[config.mk]
export PLATFORM = sky130hd
export DESIGN_NAME = hazard_stall_ctrl_flat
export DESIGN_NICKNAME = d
export VERILOG_FILES = /design/src/rtl/mips_pkg.sv /design/src/rtl/hazard_stall_ctrl_if.sv /design/src/rtl/md_busy_timer.sv /design/src/rtl/hazard_stall_ctrl.sv /design/src/flat_wrapper.sv
export SDC_FILE = /design/constraint.sdc
export NUM_CORES = 1
export LEC_CHECK = 0
export ABC_AREA = 1
export CAP_MARGIN = 25
export CORE_ASPECT_RATIO = 2
export CORE_MARGIN = 8
export CORE_UTILIZATION = 54
export CTS_CLUSTER_SIZE = 25
export DETAILED_ROUTE_END_ITERATION = 10
export MAX_ROUTING_LAYER = met4
export PLACE_DENSITY = 0.83
export SLEW_MARGIN = 30
export SYNTH_ARGS = -nofsm -noshare
export SYNTH_HDL_FRONTEND = slang
export SYNTH_SLANG_ARGS = --single-unit
export TNS_END_PERCENT = 1
[constraint.sdc]
create_clock -name clk -period 4.88 [get_ports clk]
set_input_delay 0.976 -clock clk [delete_from_list [all_inputs] [get_ports clk]]
set_output_delay 0.976 -clock clk [all_outputs]
set_load 0.01 [all_outputs]
[src/rtl/mips_pkg.sv]
// mips_pkg: shared pipeline constants and the source/destination hazard test
package mips_pkg;
  localparam int unsigned MULT_CYCLES_DEF = 5;
  localparam int unsigned DIV_CYCLES_DEF = 10;
  localparam logic [1:0] T_0 = 2'd0;
  localparam logic [1:0] T_1 = 2'd1;
  localparam logic [1:0] T_2 = 2'd2;
  localparam logic [1:0] T_NEVER = 2'd3;
  localparam logic [4:0] REG_ZERO = 5'd0;
  function automatic logic src_hit(logic [4:0] src, logic [1:0] tuse, logic [4:0] a3, logic [1:0] tnew);
    return (src != REG_ZERO) && (src == a3) && (tuse < tnew);
  endfunction
endpackage

[src/rtl/hazard_stall_ctrl_if.sv]
// hazard_stall_ctrl_if: pipeline-to-controller hazard and stall signals
interface hazard_stall_ctrl_if;
  logic [4:0] D_rs;
  logic [4:0] D_rt;
  logic [1:0] D_tuse_rs;
  logic [1:0] D_tuse_rt;
  logic D_is_md;
  logic [4:0] E_A3;
  logic [1:0] E_tnew;
  logic [4:0] M_A3;
  logic [1:0] M_tnew;
  logic E_md_start;
  logic E_md_is_div;
  logic pc_we;
  logic fd_we;
  logic de_clr;
  logic md_busy;
  logic md_done;
  logic [31:0] stall_cnt;
  modport master (
    output D_rs, D_rt, D_tuse_rs, D_tuse_rt, D_is_md, E_A3, E_tnew, M_A3, M_tnew, E_md_start, E_md_is_div,
    input pc_we, fd_we, de_clr, md_busy, md_done, stall_cnt
  );
  modport slave (
    input D_rs, D_rt, D_tuse_rs, D_tuse_rt, D_is_md, E_A3, E_tnew, M_A3, M_tnew, E_md_start, E_md_is_div,
    output pc_we, fd_we, de_clr, md_busy, md_done, stall_cnt
  );
endinterface

[src/rtl/md_busy_timer.sv]
// md_busy_timer: multiply/divide busy countdown with last-cycle done pulse
module md_busy_timer import mips_pkg::*; #(
  parameter int unsigned MULT_CYCLES = MULT_CYCLES_DEF,
  parameter int unsigned DIV_CYCLES = DIV_CYCLES_DEF
) (
  input logic clk,
  input logic reset,
  input logic start,
  input logic is_div,
  output logic busy,
  output logic done
);
  logic [3:0] md_cnt_q, md_cnt_d;
  always_comb begin
    busy = md_cnt_q != 4'd0;
    done = md_cnt_q == 4'd1;
    md_cnt_d = (start && !busy) ? (is_div ? 4'(DIV_CYCLES) : 4'(MULT_CYCLES)) : busy ? md_cnt_q - 4'd1 : md_cnt_q;
  end
  always_ff @(posedge clk) begin
    if (reset) md_cnt_q <= 4'd0;
    else md_cnt_q <= md_cnt_d;
  end
endmodule

[src/rtl/hazard_stall_ctrl.sv]
// hazard_stall_ctrl: stalls D on data and HI/LO hazards and counts stall cycles
module hazard_stall_ctrl import mips_pkg::*; #(
  parameter int unsigned MULT_CYCLES = MULT_CYCLES_DEF,
  parameter int unsigned DIV_CYCLES = DIV_CYCLES_DEF
) (
  input logic clk,
  input logic reset,
  hazard_stall_ctrl_if.slave b
);
  logic stall_rs, stall_rt, stall_md, stall;
  logic md_busy, md_done;
  logic [31:0] stall_cnt_q, stall_cnt_d;
  md_busy_timer #(.MULT_CYCLES(MULT_CYCLES), .DIV_CYCLES(DIV_CYCLES)) u_timer (
    .clk(clk),
    .reset(reset),
    .start(b.E_md_start),
    .is_div(b.E_md_is_div),
    .busy(md_busy),
    .done(md_done)
  );
  always_comb begin
    stall_rs = src_hit(b.D_rs, b.D_tuse_rs, b.E_A3, b.E_tnew) || src_hit(b.D_rs, b.D_tuse_rs, b.M_A3, b.M_tnew);
    stall_rt = src_hit(b.D_rt, b.D_tuse_rt, b.E_A3, b.E_tnew) || src_hit(b.D_rt, b.D_tuse_rt, b.M_A3, b.M_tnew);
    stall_md = b.D_is_md && (md_busy || b.E_md_start);
    stall = stall_rs || stall_rt || stall_md;
    stall_cnt_d = stall ? stall_cnt_q + 32'd1 : stall_cnt_q;
    b.pc_we = !stall;
    b.fd_we = !stall;
    b.de_clr = stall;
    b.md_busy = md_busy;
    b.md_done = md_done;
    b.stall_cnt = stall_cnt_q;
  end
  always_ff @(posedge clk) begin
    if (reset) stall_cnt_q <= 32'd0;
    else stall_cnt_q <= stall_cnt_d;
  end
endmodule
[src/flat_wrapper.sv]
// flat-port wrapper written by rule: the top's interface ports become plain ports
module hazard_stall_ctrl_flat import mips_pkg::*;
#(
  parameter int unsigned MULT_CYCLES = MULT_CYCLES_DEF,
  parameter int unsigned DIV_CYCLES = DIV_CYCLES_DEF
)
  (clk, reset, b_D_rs, b_D_rt, b_D_tuse_rs, b_D_tuse_rt, b_D_is_md, b_E_A3, b_E_tnew, b_M_A3, b_M_tnew, b_E_md_start, b_E_md_is_div, b_pc_we, b_fd_we, b_de_clr, b_md_busy, b_md_done, b_stall_cnt);
  hazard_stall_ctrl_if b_i ();
  input logic clk;
  input logic reset;
  input wire logic [$bits(b_i.D_rs)-1:0] b_D_rs;
  input wire logic [$bits(b_i.D_rt)-1:0] b_D_rt;
  input wire logic [$bits(b_i.D_tuse_rs)-1:0] b_D_tuse_rs;
  input wire logic [$bits(b_i.D_tuse_rt)-1:0] b_D_tuse_rt;
  input wire logic [$bits(b_i.D_is_md)-1:0] b_D_is_md;
  input wire logic [$bits(b_i.E_A3)-1:0] b_E_A3;
  input wire logic [$bits(b_i.E_tnew)-1:0] b_E_tnew;
  input wire logic [$bits(b_i.M_A3)-1:0] b_M_A3;
  input wire logic [$bits(b_i.M_tnew)-1:0] b_M_tnew;
  input wire logic [$bits(b_i.E_md_start)-1:0] b_E_md_start;
  input wire logic [$bits(b_i.E_md_is_div)-1:0] b_E_md_is_div;
  output wire logic [$bits(b_i.pc_we)-1:0] b_pc_we;
  output wire logic [$bits(b_i.fd_we)-1:0] b_fd_we;
  output wire logic [$bits(b_i.de_clr)-1:0] b_de_clr;
  output wire logic [$bits(b_i.md_busy)-1:0] b_md_busy;
  output wire logic [$bits(b_i.md_done)-1:0] b_md_done;
  output wire logic [$bits(b_i.stall_cnt)-1:0] b_stall_cnt;
  assign b_i.D_rs = b_D_rs;
  assign b_i.D_rt = b_D_rt;
  assign b_i.D_tuse_rs = b_D_tuse_rs;
  assign b_i.D_tuse_rt = b_D_tuse_rt;
  assign b_i.D_is_md = b_D_is_md;
  assign b_i.E_A3 = b_E_A3;
  assign b_i.E_tnew = b_E_tnew;
  assign b_i.M_A3 = b_M_A3;
  assign b_i.M_tnew = b_M_tnew;
  assign b_i.E_md_start = b_E_md_start;
  assign b_i.E_md_is_div = b_E_md_is_div;
  assign b_pc_we = b_i.pc_we;
  assign b_fd_we = b_i.fd_we;
  assign b_de_clr = b_i.de_clr;
  assign b_md_busy = b_i.md_busy;
  assign b_md_done = b_i.md_done;
  assign b_stall_cnt = b_i.stall_cnt;
  hazard_stall_ctrl #(.MULT_CYCLES(MULT_CYCLES), .DIV_CYCLES(DIV_CYCLES)) u_core (.clk(clk), .reset(reset), .b(b_i));
endmodule
==> impl_metrics.ini, run 1 <==
[route]
wl_um = 9101
drc = 0
first_pass_iters = 4
vias_per_cell = 5.600
vias = 3091
detail-route-antenna-nets = 0
drt-wirelength-per-cell_um = 16.49
drtIter0Drc = 155

[placed_design]
dp.cells = 544
pre_cts_ws_ns = 0.8795
place_hpwl_um = 7178
portBuffers = 69
gp_congestion = 0.9748

[critical_path]
critPathMaxFanout = 16
crit_path_start_kind = input port
cp.depth = 11
endpoint_kind = primary output
crit_chain = clkdlybuf4s50_1 -> inv_1 -> ha_1 -> a21oi_1 -> nand3_1 -> nor2_1 -> nand2_1 -> nand2_1 -> nand2_2 -> nand3_4 -> clkdlybuf4s50_1
cp.arrival_ns = 3.03
critPathSlowestCell = clkdlybuf4s50_1
cp_top_family = buffers and inverters
path_buf_inv = 3
critical_path.max_stage_delay_ns = 0.59
worstPathRequired_ns = 3.90
ff2ff_path_depth = 8
criticalPathCategory = input port to primary output

[logic_synthesis]
netlist_instances = 430
yosys_warnings = 0
netlist_area_mm2 = 0.002733
ys_seq_area_frac = 0.2637
synth-edff-count = 0
synth_cell_types = 32
syn-num-nets = 471
async_reset_ff_frac = 0
synth.ff_latch_count = 36
synth_flop_cell = dfxtp_1
avgSynthCellArea_um2 = 6.355

[die]
core_area_mm2 = 0.004865
die_y_um = 116.6
die-area_mm2 = 0.007731
initial_core_util = 0.5617
fp-row-count = 36
die_w_um = 66.30
ioPinCount = 70

[global_route]
grt_pass1_vias = 3234
grt_pass1_wl_um = 14890
grt_max_degree = 35
grt_use_total = 0.2558
antenna_found_initial = 0
gr-total-overflow = 0

[cts]
h-tree-depth = 2
hold_buffers = 0
cts_tree = yes
clkLatencyLatePin_ns = 0.29
post_cts_buffers = 0
clockBufferDepth = 2
clock-sinks = 36
ctsResizeCount = 0
root_buffer = clkbuf_8
cts_made_buffers = 5
cts.clk_slew.worst_paths_ns = 0.07

[final_layout]
diodes = 0
area.sequential_um2 = 720.7
multi_input_area_mm2 = 0.001768
nets = 535
fillerInstances = 423
final_cells = 552
area_delta_synth_final_pct = 29.26
layout_common_cells = nand2_1, clkdlybuf4s50_1, nor2_1
final_layout_size_suffix_gt1_frac = 0.05051
mostFrequentLayoutCell = nand2_1
utilization = 0.7261

[timing]
fin_setup_tns_ns = 0
timing.final.crit_period_ns = 4.008
drv_slew = 0
rsz0062_at_grt = false
hold_viol = 0
worst_pin_slew_ns = 0.4174
final_min_period_over_clock_period = 0.8214
skew_ns = 0.005756
layout_setup_ws_ns = 0.8715
final-setup-viol-count = 0
fmax_mhz = 249.5
slew_headroom = 0.7196

[power]
powerDensity_mw_per_mm2 = 240.9
p_leak_uw = 0.001347
ir_drop_mv = 0.3117

[worst_hold_path]
hold_path.class = register to register
hold_depth = 2

[outcome]
outcome = complete, no violations

[job]
drv_cap = 0
-- metrics by stage --
step	cell area, µm²	power (µW)	hold slack [ns]
finish	3532	850.9	0.5058
global route	3532	903.7	0.5413
CTS	3532	852.9	0.5089
detailed placement	3442	635.6	0.4969
global placement	3442	624.3	0.4814
floorplan	2733	520.4	0.4570
-- cells in the mapped netlist (3+ instances only) --
cell type	number	area, µm²
buf_4	4	30.03
nand2_1	128	480.5
nand2_2	3	18.77
o21ai_0	6	30.03
inv_2	4	15.01
dfxtp_1	36	720.7
inv_1	36	135.1
xnor2_1	8	70.07
nand3_1	7	35.03
clkbuf_1	3	11.26
a21oi_1	33	165.2
xor2_1	30	262.8
nor3_2	3	30.03
nand4_1	33	206.5
nor2_1	52	195.2
nor3_1	13	65.06
buf_2	9	45.04
ha_1	8	100.1
-- worst reg2reg max path: cells and delay by family (launching register included) --
family | cells | cell delay, ns
AOI/OAI and AO/OA | 1 | 0.12
adders and majority gates | 1 | 0.28
buffers and inverters | 1 | 0.12
and+or+nand+nor | 4 | 0.70
DFF | 1 | 0.46
xor gates and xnor gates | 1 | 0.19
-- report_power, final --
| part | internal, µW | total [µW] | switching (µW) |
|---|---|---|---|
| logic | 124 | 298 | 175 |
| registers | 312 | 333 | 20.4 |
| clock network | 115 | 220 | 105 |
| total | 551 | 851 | 300 |
-- path summary, 6_finish.rpt --
check | end | slack (ns) | startpoint
max | b_de_clr | 0.87 | b_M_tnew[1]
min | u_core.u_timer.md_cnt_q[1] | 0.51 | u_core.u_timer.md_cnt_q[1]
max reg2reg | u_core.b.stall_cnt[24] | 2.96 | u_core.b.stall_cnt[0]
min reg2reg | u_core.u_timer.md_cnt_q[1] | 0.51 | u_core.u_timer.md_cnt_q[1]
-- flip-flops by register name, indices dropped and copies added (netlist names) --
register / cells
u_core.u_timer.md_cnt_q: 4
u_core.b.stall_cnt: 32
-- layout make-up --
cell class	instances	share of cell area
clock buffers	8	0.02550
inverters	41	0.04357
multi-input cells	336	0.5005
flip-flops and latches	36	0.2040
well taps	57	0.02019
repair buffers	74	0.2062
-- metal layers --
layer	up-vias	global-route usage	share of wire
met1	1412	0.2153	0.33
met3	39	0.04035	0.039
li1	1525	-	-
met2	115	0.4653	0.55
met5	-	-	0
met4	0	0.2166	0.081
-- kinds of logic (layout without fill, tap and decap cells) --
family          after synthesis  in the layout  synth area share
simple gates                244            244            0.3974
flops                        36             36            0.2637
buf+inv                      58            123           0.08928
fa+ha+maj                     8              8           0.03663
compound gates               46             46           0.09112
xor+xnor                     38             38            0.1218
(Power assumes the default switching activity.)
==> run 2: changes to the inputs <==
- CORE_UTILIZATION: 54 -> 45
- PLACE_DENSITY: 0.83 -> 0.73
- clock period: 4.88 -> 3.6 ns (I/O delays scaled with it)
==> impl_metrics.ini, run 2 (synthesized netlist as in run 1, its figures left out) <==
[timing]
final-setup-viol-count = 0
hold_viol = 0
rsz0062_at_grt = false
drv_slew = 0
fmax_mhz = 298.2
skew_ns = 0.003441
worst_pin_slew_ns = 0.6507
slew_headroom = 0.5648
timing.final.crit_period_ns = 3.353
fin_setup_tns_ns = 0
final_min_period_over_clock_period = 0.9315

[route]
drtIter0Drc = 178
vias = 3020
detail-route-antenna-nets = 0
vias_per_cell = 5.412
wl_um = 9568
drt-wirelength-per-cell_um = 17.15
first_pass_iters = 4
drc = 0

[power]
clkPwrFrac = 0.342
seqPwrFrac = 0.347
powerDensity_mw_per_mm2 = 360.1
p_leak_uw = 0.001382
power_switching_uw = 419.3
p_comb_frac = 0.311
ir_drop_mv = 0.2025
swShare = 0.3226
internal_power_uw = 880.4

[final_layout]
final_cells = 558
final_cell_area_mm2 = 0.003610
final_layout_size_suffix_gt1_frac = 0.05455
nets = 536
fillerInstances = 608
diodes = 0
area_delta_synth_final_pct = 32.10
layout_common_cells = nand2_1, clkdlybuf4s50_1, nor2_1
mostFrequentLayoutCell = nand2_1
area.sequential_um2 = 720.7
largest_reg_flops = 32
utilization = 0.6061
multi_input_area_mm2 = 0.001768

[die]
initial_core_util = 0.4588
ioPinCount = 70
die_w_um = 71.10
fp-row-count = 40
die-area_mm2 = 0.008973
core_area_mm2 = 0.005956
die_y_um = 126.2

[cts]
root_buffer = clkbuf_16
post_cts_buffers = 0
cts_tree = yes
cts_made_buffers = 5
h-tree-depth = 2
ctsResizeCount = 0
clockBufferDepth = 2
clkLatencyLatePin_ns = 0.28
hold_buffers = 0
clock-sinks = 36
cts.clk_slew.worst_paths_ns = 0.05

[critical_path]
critical_path.max_stage_delay_ns = 0.54
ff2ff_path_depth = 8
critPathSlowestCell = clkdlybuf4s50_1
criticalPathCategory = input port to primary output
reg2reg_to = u_core.b.stall_cnt[24]
endpoint_kind = primary output
crit_chain = clkdlybuf4s50_1 -> inv_1 -> nand2_1 -> nand3_1 -> nor2_1 -> nand3b_1 -> nand2_1 -> nand2_2 -> nand3_4 -> clkdlybuf4s50_1
regToRegSetupSlack_ns = 1.67
worstPathRequired_ns = 2.88
r2r-start = u_core.b.stall_cnt[0]
cp_top_family = buffers and inverters
critPathMaxFanout = 3
crit_path_start_kind = input port
path_buf_inv = 3
cp.arrival_ns = 2.63

[worst_hold_path]
hold_end = u_core.u_timer.md_cnt_q[1]
hold_depth = 2
hp-start = u_core.u_timer.md_cnt_q[1]
hold_path.class = register to register

[global_route]
antenna_found_initial = 0
grt_use_total = 0.2304
grt_pass1_vias = 3108
gr-total-overflow = 0
grt_pass1_wl_um = 15430
grt_max_degree = 35

[placed_design]
portBuffers = 69
gp_congestion = 1.082
placed_area_mm2 = 0.003457
place_hpwl_um = 7819
dp.cells = 551

[outcome]
outcome = complete, no violations

[job]
drv_cap = 0
[run 2: cell types whose count changed in the layout (fill, tap and decap cells not counted)]
cell	previous run	this run
clkbuf_8	6	2
buf_4	5	6
clkbuf_16	0	5
clkbuf_1	2	0
[run 2: power by group through the flow]
stage / clock network (µW) / registers (µW) / logic, µW
2_1_floorplan: 0 / 455 / 250
3_3_place_gp: 0 / 458 / 403
3_5_place_dp: 0 / 458 / 408
4_1_cts: 453 / 450 / 409
5_1_grt: 472 / 455 / 454
6_report: 444 / 451 / 405
[run 2: metrics by stage]
stage | setup WS (ns) | total power [µW] | hold slack [ns]
finish | 0.2465 | 1300 | 0.4889
global route | 0.1036 | 1381 | 0.5097
CTS | 0.2363 | 1313 | 0.4892
detailed placement | 0.2463 | 865.9 | 0.4806
global placement | 0.2274 | 861.0 | 0.4828
floorplan | 0.9544 | 705.4 | 0.4570
[run 2: area by class of cell]
cell class	instances	area share
sequential	36	0.1997
inverter	41	0.04263
tap	63	0.02184
timing repair buffer	75	0.2038
multi-input combinational	336	0.4898
clock buffer	7	0.04229
[run 2: worst reg2reg max path: stages, from the launching register on]
cell     delay [ns]
dfxtp_1        0.44
ha_1           0.28
nand3_1        0.26
inv_1          0.11
nand2_1        0.09
nor3_1         0.30
xor2_1         0.18
nand2_1        0.07
a21oi_1        0.12
[run 2: how the worst max path moves through the flow]
stage | startpoint | to | depth (start not counted)
2_1_floorplan | b_E_tnew[1] | b_pc_we | 11
3_3_place_gp | b_M_tnew[1] | b_de_clr | 11
3_5_place_dp | b_M_tnew[1] | b_de_clr | 11
4_1_cts | b_M_tnew[1] | b_de_clr | 11
5_1_grt | b_M_tnew[1] | b_de_clr | 11
6_report | b_D_rt[0] | b_de_clr | 10
[run 2: routing by layer]
| metal | GRT usage | wire, µm | share of wire |
|---|---|---|---|
| met4 | 0.1805 | 690 | 0.072 |
| met5 | - | 0 | 0 |
| met1 | 0.1828 | 2948 | 0.31 |
| met2 | 0.4409 | 5521 | 0.58 |
| met3 | 0.03895 | 409 | 0.043 |
